### config.mk
export PLATFORM = sky130hd
export DESIGN_NAME = aes_key_expand
export DESIGN_NICKNAME = d
export VERILOG_FILES = /design/src/rtl/aes_pkg.sv /design/src/rtl/aes_sbox.sv /design/src/rtl/aes_key_expand.sv
export SDC_FILE = /design/constraint.sdc
export NUM_CORES = 2
export LEC_CHECK = 0
export ABC_CLOCK_PERIOD_IN_PS = 15900
export CORE_MARGIN = 3
export CORE_UTILIZATION = 45
export CTS_CLUSTER_DIAMETER = 50
export DETAILED_ROUTE_END_ITERATION = 8
export DONT_BUFFER_PORTS = 1
export SETUP_SLACK_MARGIN = 0.15
export SYNTH_ARGS = -nofsm -noshare
export SYNTH_HDL_FRONTEND = slang
export SYNTH_SLANG_ARGS = --single-unit
export TNS_END_PERCENT = 10
### constraint.sdc
create_clock -name clk -period 15.9 [get_ports clk]
set_input_delay 3.18 -clock clk [delete_from_list [all_inputs] [get_ports clk]]
set_output_delay 3.18 -clock clk [all_outputs]
set_load 0.05 [all_outputs]
### src/rtl/aes_pkg.sv
// Shared AES definitions used by the key schedule and the encrypt stage.
// Contents:
//   byte_t / word_t / block_t : byte, 4-byte column word, 16-byte block
//   AES_NR                    : number of AES-128 rounds
//   RCON                      : round constants, index 1..10 (index 0 unused)
//   col_of / block_of         : conversion between the packed block layout and
//                               column words (row 0 in the most significant byte)
//   state_t                   : key-schedule FSM states
package aes_pkg;

    typedef logic [7:0]       byte_t;
    typedef logic [3:0][7:0]  word_t;
    typedef logic [15:0][7:0] block_t;

    localparam int AES_NR = 10;

    localparam byte_t RCON [0:10] = '{
        8'h00, 8'h01, 8'h02, 8'h04, 8'h08, 8'h10,
        8'h20, 8'h40, 8'h80, 8'h1b, 8'h36
    };

    typedef enum logic {
        IDLE = 1'b0,
        GEN  = 1'b1
    } state_t;

    // Standard byte k = 4c + r sits at block index 15 - 4r - c, so column c
    // is made of indices 15-c, 11-c, 7-c, 3-c; row 0 lands in word byte 3.
    function automatic word_t col_of(input block_t b, input int c);
        word_t w;
        w[3] = b[15 - c];
        w[2] = b[11 - c];
        w[1] = b[7 - c];
        w[0] = b[3 - c];
        return w;
    endfunction

    function automatic block_t block_of(input word_t w0, input word_t w1,
                                        input word_t w2, input word_t w3);
        block_t b;
        for (int r = 0; r < 4; r++) begin
            b[15 - 4*r]     = w0[3 - r];
            b[15 - 4*r - 1] = w1[3 - r];
            b[15 - 4*r - 2] = w2[3 - r];
            b[15 - 4*r - 3] = w3[3 - r];
        end
        return b;
    endfunction

endpackage

### src/rtl/aes_sbox.sv
// AES forward S-box: combinational 256-entry table lookup.
// Ports:
//   a : input byte
//   s : substituted byte
module aes_sbox
    import aes_pkg::*;
(
    input  byte_t a,
    output byte_t s
);

    // Element 0 is the leftmost byte of the concatenation.
    localparam logic [0:255][7:0] SBOX_TABLE = {
        8'h63, 8'h7c, 8'h77, 8'h7b, 8'hf2, 8'h6b, 8'h6f, 8'hc5, 8'h30, 8'h01, 8'h67, 8'h2b, 8'hfe, 8'hd7, 8'hab, 8'h76,
        8'hca, 8'h82, 8'hc9, 8'h7d, 8'hfa, 8'h59, 8'h47, 8'hf0, 8'had, 8'hd4, 8'ha2, 8'haf, 8'h9c, 8'ha4, 8'h72, 8'hc0,
        8'hb7, 8'hfd, 8'h93, 8'h26, 8'h36, 8'h3f, 8'hf7, 8'hcc, 8'h34, 8'ha5, 8'he5, 8'hf1, 8'h71, 8'hd8, 8'h31, 8'h15,
        8'h04, 8'hc7, 8'h23, 8'hc3, 8'h18, 8'h96, 8'h05, 8'h9a, 8'h07, 8'h12, 8'h80, 8'he2, 8'heb, 8'h27, 8'hb2, 8'h75,
        8'h09, 8'h83, 8'h2c, 8'h1a, 8'h1b, 8'h6e, 8'h5a, 8'ha0, 8'h52, 8'h3b, 8'hd6, 8'hb3, 8'h29, 8'he3, 8'h2f, 8'h84,
        8'h53, 8'hd1, 8'h00, 8'hed, 8'h20, 8'hfc, 8'hb1, 8'h5b, 8'h6a, 8'hcb, 8'hbe, 8'h39, 8'h4a, 8'h4c, 8'h58, 8'hcf,
        8'hd0, 8'hef, 8'haa, 8'hfb, 8'h43, 8'h4d, 8'h33, 8'h85, 8'h45, 8'hf9, 8'h02, 8'h7f, 8'h50, 8'h3c, 8'h9f, 8'ha8,
        8'h51, 8'ha3, 8'h40, 8'h8f, 8'h92, 8'h9d, 8'h38, 8'hf5, 8'hbc, 8'hb6, 8'hda, 8'h21, 8'h10, 8'hff, 8'hf3, 8'hd2,
        8'hcd, 8'h0c, 8'h13, 8'hec, 8'h5f, 8'h97, 8'h44, 8'h17, 8'hc4, 8'ha7, 8'h7e, 8'h3d, 8'h64, 8'h5d, 8'h19, 8'h73,
        8'h60, 8'h81, 8'h4f, 8'hdc, 8'h22, 8'h2a, 8'h90, 8'h88, 8'h46, 8'hee, 8'hb8, 8'h14, 8'hde, 8'h5e, 8'h0b, 8'hdb,
        8'he0, 8'h32, 8'h3a, 8'h0a, 8'h49, 8'h06, 8'h24, 8'h5c, 8'hc2, 8'hd3, 8'hac, 8'h62, 8'h91, 8'h95, 8'he4, 8'h79,
        8'he7, 8'hc8, 8'h37, 8'h6d, 8'h8d, 8'hd5, 8'h4e, 8'ha9, 8'h6c, 8'h56, 8'hf4, 8'hea, 8'h65, 8'h7a, 8'hae, 8'h08,
        8'hba, 8'h78, 8'h25, 8'h2e, 8'h1c, 8'ha6, 8'hb4, 8'hc6, 8'he8, 8'hdd, 8'h74, 8'h1f, 8'h4b, 8'hbd, 8'h8b, 8'h8a,
        8'h70, 8'h3e, 8'hb5, 8'h66, 8'h48, 8'h03, 8'hf6, 8'h0e, 8'h61, 8'h35, 8'h57, 8'hb9, 8'h86, 8'hc1, 8'h1d, 8'h9e,
        8'he1, 8'hf8, 8'h98, 8'h11, 8'h69, 8'hd9, 8'h8e, 8'h94, 8'h9b, 8'h1e, 8'h87, 8'he9, 8'hce, 8'h55, 8'h28, 8'hdf,
        8'h8c, 8'ha1, 8'h89, 8'h0d, 8'hbf, 8'he6, 8'h42, 8'h68, 8'h41, 8'h99, 8'h2d, 8'h0f, 8'hb0, 8'h54, 8'hbb, 8'h16
    };

    assign s = SBOX_TABLE[a];

endmodule

### src/rtl/aes_key_expand.sv
// Iterative AES-128 key schedule feeding the encrypt stage.
// A start pulse in IDLE latches the cipher key as round key 0; the following
// ten clocks each produce one round key into an 11-entry register file.
// Ports:
//   clk, reset : rising-edge clock, synchronous active-high reset
//   start      : begin expansion of key (only looked at in IDLE)
//   key        : cipher key, byte k = 4c + r at index 15 - 4r - c
//   rk_idx     : round-key read index 0..10
//   rk         : round key rk_idx (combinational), zero for rk_idx > 10
//   busy       : expansion in progress
//   done       : one-cycle pulse in the cycle round key 10 becomes readable
//   keys_valid : all 11 round keys belong to the most recent key
module aes_key_expand
    import aes_pkg::*;
#(
    parameter int NR       = AES_NR,
    parameter int NK_BYTES = 16
) (
    input  logic                      clk,
    input  logic                      reset,
    input  logic                      start,
    input  logic [NK_BYTES-1:0][7:0]  key,
    input  logic [3:0]                rk_idx,
    output logic [NK_BYTES-1:0][7:0]  rk,
    output logic                      busy,
    output logic                      done,
    output logic                      keys_valid
);

    state_t      state_q, state_d;
    logic [3:0]  round_q, round_d;
    logic        done_q, done_d;
    logic        kv_q, kv_d;
    logic        load_key;
    logic        gen_step;

    word_t       w_q [4];
    block_t      rk_q [0:NR];

    word_t       rot_w;
    word_t       sub_w;
    word_t       t_w;
    byte_t       rcon;
    word_t       nw0, nw1, nw2, nw3;

    // RotWord then SubWord on w3; the single 4-byte S-box path.
    assign rot_w = {w_q[3][2], w_q[3][1], w_q[3][0], w_q[3][3]};

    for (genvar g = 0; g < 4; g++) begin : g_subword
        aes_sbox u_sbox (
            .a (rot_w[g]),
            .s (sub_w[g])
        );
    end

    // round_q never exceeds NR while generating; the guard keeps the
    // constant table lookup in range for every encoding of the counter.
    assign rcon = (round_q <= 4'(NR)) ? RCON[round_q] : 8'h00;
    assign t_w  = sub_w ^ {rcon, 24'h000000};

    assign nw0 = w_q[0] ^ t_w;
    assign nw1 = w_q[1] ^ nw0;
    assign nw2 = w_q[2] ^ nw1;
    assign nw3 = w_q[3] ^ nw2;

    always_comb begin
        state_d  = state_q;
        round_d  = round_q;
        done_d   = 1'b0;
        kv_d     = kv_q;
        load_key = 1'b0;
        gen_step = 1'b0;
        case (state_q)
            IDLE: begin
                if (start) begin
                    load_key = 1'b1;
                    round_d  = 4'd1;
                    kv_d     = 1'b0;
                    state_d  = GEN;
                end
            end
            GEN: begin
                gen_step = 1'b1;
                round_d  = round_q + 4'd1;
                if (round_q == 4'(NR)) begin
                    round_d = 4'd0;
                    done_d  = 1'b1;
                    kv_d    = 1'b1;
                    state_d = IDLE;
                end
            end
            default: state_d = IDLE;
        endcase
    end

    always_ff @(posedge clk) begin
        if (reset) begin
            state_q <= IDLE;
            round_q <= 4'd0;
            done_q  <= 1'b0;
            kv_q    <= 1'b0;
            for (int i = 0; i < 4; i++) begin
                w_q[i] <= '0;
            end
            for (int i = 0; i <= NR; i++) begin
                rk_q[i] <= '0;
            end
        end else begin
            state_q <= state_d;
            round_q <= round_d;
            done_q  <= done_d;
            kv_q    <= kv_d;
            if (load_key) begin
                rk_q[0] <= key;
                for (int c = 0; c < 4; c++) begin
                    w_q[c] <= col_of(key, c);
                end
            end
            if (gen_step) begin
                rk_q[round_q] <= block_of(nw0, nw1, nw2, nw3);
                w_q[0]        <= nw0;
                w_q[1]        <= nw1;
                w_q[2]        <= nw2;
                w_q[3]        <= nw3;
            end
        end
    end

    assign rk         = (rk_idx <= 4'(NR)) ? rk_q[rk_idx] : '0;
    assign busy       = (state_q == GEN);
    assign done       = done_q;
    assign keys_valid = kv_q;

endmodule

After elaboration in Yosys (flattened, before gate mapping)
Memory sizes are Yosys's and may differ from the RTL's.
Index checks and enable logic that the tools add are counted.
{ "op_classes": {"n_addsub": 1, "n_lt_le_gt_ge": 7, "eq_ne": 3, "muxes": 44, "bitwise": 20, "n_reduce_logical": 3} }
{ "ops": {"columns": ["operator", "count"], "rows": [
  ["$mux 128", 3],
  ["$mux 32", 8],
  ["$xor 32x32->32", 5],
  ["$reduce_or 128->1", 1],
  ["$mux 8", 11],
  ["$ge 9x9->1 const B", 4],
  ["$not 8->9", 4],
  ["$mux 1", 16],
  ["$mux 4", 3],
  ["$or 1x1->1", 9],
  ["$le 4x4->1 const B", 2],
  ["$pmux 4 s2", 1],
  ["$ge 5x5->1 const B", 1],
  ["$not 4->5", 1],
  ["$add 4x1->4 const B", 1],
  ["$eq 4x4->1 const B", 1],
  ["$pmux 1 s2", 2],
  ["$ne 2x1->1 const B", 1],
  ["$ne 2x2->1 const B", 1],
  ["$reduce_and 2->1", 1],
  ["$reduce_or 2->1", 1],
  ["$not 1->1", 1]
]} }
{ "word_totals": {"reg_bits": 7, "mem_bits_rw": 1536, "mem_bits_ro": 8320, "in_bits": 135, "output_inout_bits": 131, "wordCells": 89, "memories": 7} }
{ "memory_table": {"columns": ["name", "depth", "word_bits", "rd", "rd_clocked_by_memory_dff", "write_ports", "line", "text"], "rows": [
  ["(no name shown)", 256, 8, 1, 0, 0, "aes_sbox.sv:32", "assign s = SBOX_TABLE[a];"],
  ["(no name shown)", 256, 8, 1, 0, 0, "aes_sbox.sv:32", null],
  ["(no name shown)", 256, 8, 1, 0, 0, "aes_sbox.sv:32", null],
  ["(no name shown)", 256, 8, 1, 0, 0, "aes_sbox.sv:32", null],
  ["rk_q", 11, 128, 1, 0, 11, "aes_key_expand.sv:38", "block_t rk_q [0:NR];"],
  ["(no name shown)", 16, 8, 1, 0, 0, "aes_key_expand.sv:58", "assign rcon = (round_q <= 4'(NR)) ? RCON[round_q] : 8'h00;"],
  ["+1 memories", null, null, null, null, null, null, null]
]} }

Depth between registers and ports, before layout
{ "depth": {"ltp_word": 11, "depth_mapped": 17, "depth_no_buf": 11} }

Cells and area by module
From an unflattened synthesis, not the netlist that was laid out.
{ "unflattened": {"cells_unflattened": 7113, "area_unflattened_um2": 80021.7} }
{ "by_module_without_submodules": {"columns": ["mod", "instances", "cells_per_inst", "area_each_um2", "seq_area_each_um2"], "rows": [
  ["aes_key_expand", 1, 5085, 67304.6, 44983.1],
  ["aes_sbox", 4, 507, 3179.3, 0.0]
]} }

Least setup slack after synthesis
No wires, ideal clock.
{ "synth_path": {"path_type": "in2out", "start": "input rk_idx[0]", "end": "output rk[37] (netlist name)", "t_arrival_ps": 5658, "required_ps": 12720, "path_slack_ps": 7062, "path_stages": 6, "n_path_buf": 3, "path_cell_list": "clkbuf_1 > clkbuf_1 > buf_1 > mux4_2 > o21ai_0 > o21ai_0"} }
{ "synth_lines": {"columns": ["element", "line", "text"], "rows": [
  ["start, declared", "aes_key_expand.sv:23", "input logic [3:0] rk_idx,"],
  ["end, declared", "aes_key_expand.sv:24", "output logic [NK_BYTES-1:0][7:0] rk,"]
]} }

==> key figures <==
Global route
  – GRT Overall Usage: 0.3181
  – Largest net degree at the start of global routing: 386
  – Initial antenna violation count: 30
  – First-pass GRT wire length: approximately 440000 um
  – Remaining global-route overflow: 0
  – Vias in the first global route: around 59000

Place
  – Area after DPL: around 0.084 sq mm
  – I/O Buffers: 0
  – GP Congestion: just under 1
  – DP Wirelength: between 150000 and 200000 um

Power
  – Seq pwr share: 0.293
  – Pleak: ~32 nW
  – Switching power: 7.388 mW
  – Peak VDD IR: about 150 uV
  – Internal power: between 9 and 10 mW
  – PwrDens: 190.4 mW/mm^2
  – Comb power frac: 0.467
  – Part of the power in the clock network: 0.240
  – Sw Share: 0.4305

Worst setup path
  – CP endpoint kind: primary output
  – Worst Setup Start Kind: input port
  – Arrival @ worst endpoint: ~6.7 ns
  – Reg2Reg Setup Slack: between 9 and 10 ns
  – Worst path required time: 12.72 ns
  – Worst setup path class: input port to primary output
  – Crit Path Max Fanout: 385
  – R2R cell count: 12

STA
  – Final setup viols: 0
  – Fin. max-slew vios: 87
  – Headroom to the max-slew limit: -0.06223
  – FMAX: ~100 MHz
  – Clk_skew: between 0.03 and 0.04 ns
  – Worst-margin pin slew: 1.593 ns
  – Tmin final: 9.879 ns
  – RSZ-0062 raised after global routing: false
  – Total negative slack: 0 ns
  – Hold Fails Final Rpt: 0
  – Final period util: 0.6213

Logic synthesis
  – Syn Nets: between 7000 and 8000
  – Top cell type's share of synthesized area: 0.5103
  – Dominant cells by area after synthesis: edfxtp_1 (51%), mux4_2 (9.4%), nor2_1 (6.1%)
  – Number of synthesized register bits: 1543
  – Post-Syn Instances: 7317
  – Top-count cell post-synth: edfxtp_1
  – YS warnings: 0
  – Yosys top cell by area: edfxtp_1
  – Synth Area per Inst: 11.32 sq um
  – Number of enable flip-flop cells after synthesis: 1408
  – Share of flip-flops with an asynchronous set or reset: 0
  – Post-synthesis sequential area ratio: 0.5430
  – Synth unique cells: ~120
  – Synth top cells by count: edfxtp_1 (1408), nor2_1 (1354), nand2_1 (531)
  – Syn Std Cell Area: ~0.083 sq mm
  – Most used DFF post-synth: edfxtp_1

CTS
  – CTS Hold Bufs: 0
  – CTS Root Cell: clkbuf_16
  – Htree depth: 4
  – Cts bufs inserted: 175
  – CTS tree: done
  – Worst-path clk slew: 0.06 ns
  – Postcts setup bufs: 0
  – Worst-skew pair later-pin latency: roughly 0.85 ns
  – Post-CTS sizing: 0
  – Total clock sinks: between 1500 and 2000
  – Max Buffers Root-to-Sink: 3

Die
  – Die Y: ~440 um
  – Core area: roughly 0.18 sq mm
  – Die area: 0.1893 sq mm
  – Die width: ~440 um
  – IO Count: 266
  – Starting Density: 0.4554
  – Rows: ~160

Layout
  – Final core utilization: 0.4954
  – Final net count: between 7000 and 8000
  – Layout cell share with drive strength beyond 1: 0.1347
  – Syn-to-layout area delta: 8.767%
  – Finished Cell Area: roughly 0.09 sq mm
  – # fillers: around 16000

Drt
  – Initial DRT Pass Iterations: 6
  – Via density: approximately 6.5
  – Detail Route Antenna Nets: 0
  – Avg WL per Cell: about 32 um
  – Vias: roughly 62000
  – Starting DRT DRC Count: between 9000 and 10000
  – Routed wire length: between 300000 and 400000 um
  – DRC: 0

Run status
  – Failing checks: max-slew violations
  – Status: finished with violations

Worst hold path
  – Hold crit path type: flip-flop to flip-flop
  – Cell count of the worst hold path: 2

Run
  – Max_cap viols: 0
==> critical path, stage by stage <==
cell      delay [ns]
nor2b_4         0.97
buf_4           0.78
nand2_1         0.12
o211ai_1        0.13
o21ai_0         0.14
o21ai_1         0.98
==> state kept, by name, indices dropped and copies added, names as in the netlist <==
| name | flops |
|---|---|
| keys_valid | 1 |
| done | 1 |
| round_q | 4 |
| busy | 1 |
| w_q | 128 |
| rk_q | 1408 |
==> final timing paths <==
kind / from / end
max reg2reg: w_q[3][25] / w_q[3][5]
min reg2reg: rk_q[10][43] / rk_q[10][43]
min: rk_q[10][43] / rk_q[10][43]
max: rk_idx[0] / rk[39]
==> per-stage QoR <==
| step | setup WS (ns) | hold slack [ns] | std cells | power (mW) |
|---|---|---|---|---|
| after detailed placement | 6.362 | 0.4449 | 9199 | 12.89 |
| after global placement | 6.325 | 0.4374 | 9199 | 12.94 |
| final | 6.021 | 0.4557 | 9551 | 17.16 |
| after CTS | 6.318 | 0.4530 | 9529 | 17.01 |
| after floorplan | 7.062 | 0.4315 | 7317 | 10.46 |
| after global routing | 6.003 | 0.4714 | 9549 | 17.75 |
==> final cells by class <==
type	instances	area (sq um)	area share
Tap cell	2449	3064	0.03400
Clock buffer	241	4890	0.05426
Timing Repair Buffer	150	1151	0.01277
Sequential cell	1543	44980	0.4992
Multi-Input combinational cell	4787	33940	0.3766
Inverter	270	1018	0.01130
Antenna cell	22	55.05	0.0006109
Clock inverter	89	1013	0.01125
==> cell families (layout without fill, tap and decap cells) <==
family / count (synthesis) / in the layout / synth area share
DFF: 1543 / 1543 / 0.5430
adders and majority gates: 62 / 62 / 0.009363
muxes: 525 / 525 / 0.1161
other: 0 / 22 / 0
AOI/OAI and AO/OA: 1487 / 1487 / 0.1220
and+or+nand+nor: 2522 / 2522 / 0.1319
buffers and inverters: 987 / 750 / 0.04984
xor gates and xnor gates: 191 / 191 / 0.02789
==> placed cells by master, fill, tap and decap left out, types with 22 or more instances in the layout <==
| cell | n |
|---|---|
| nand2b_1 | 105 |
| o21ai_1 | 138 |
| o311ai_0 | 31 |
| nand2_1 | 529 |
| dfxtp_1 | 135 |
| o21a_1 | 28 |
| a31oi_1 | 67 |
| nor2b_1 | 82 |
| xnor2_1 | 96 |
| nand3b_1 | 28 |
| nor3b_1 | 25 |
| and2_1 | 37 |
| inv_2 | 29 |
| or2_2 | 25 |
| xor2_1 | 43 |
| mux2i_1 | 165 |
| o21ai_0 | 295 |
| a211oi_1 | 79 |
| edfxtp_1 | 1408 |
| inv_1 | 236 |
| clkbuf_8 | 22 |
| o31ai_1 | 24 |
| a311oi_1 | 40 |
| buf_4 | 148 |
| clkinv_2 | 24 |
| nor2_1 | 1354 |
| mux4_2 | 346 |
| a21oi_1 | 251 |
| o211ai_1 | 156 |
| a21o_1 | 24 |
| clkbuf_1 | 42 |
| clkbuf_16 | 177 |
| diode_2 | 22 |
| nor3_1 | 107 |
| and3_1 | 28 |
| a22oi_1 | 46 |
| nand3_1 | 88 |
| ha_1 | 62 |
==> metal layers <==
| layer | global-route usage | up-vias | share of wire |
|---|---|---|---|
| li1 | - | 26110 | - |
| met1 | 0.4427 | 31640 | 0.40 |
| met2 | 0.4930 | 3895 | 0.46 |
| met3 | 0.05003 | 596 | 0.094 |
| met4 | 0.1450 | 6 | 0.048 |
| met5 | 0 | - | 0.00011 |
==> power by group through the flow <==
stage	logic [mW]	registers, mW	clock network, mW
6_report	8.01	5.03	4.12
5_1_grt	8.37	5.05	4.33
4_1_cts	7.82	5.02	4.16
3_5_place_dp	7.78	5.11	0
3_3_place_gp	7.84	5.10	0
2_1_floorplan	5.40	5.06	0
No activity file was read; power rests on OpenSTA's default activity.
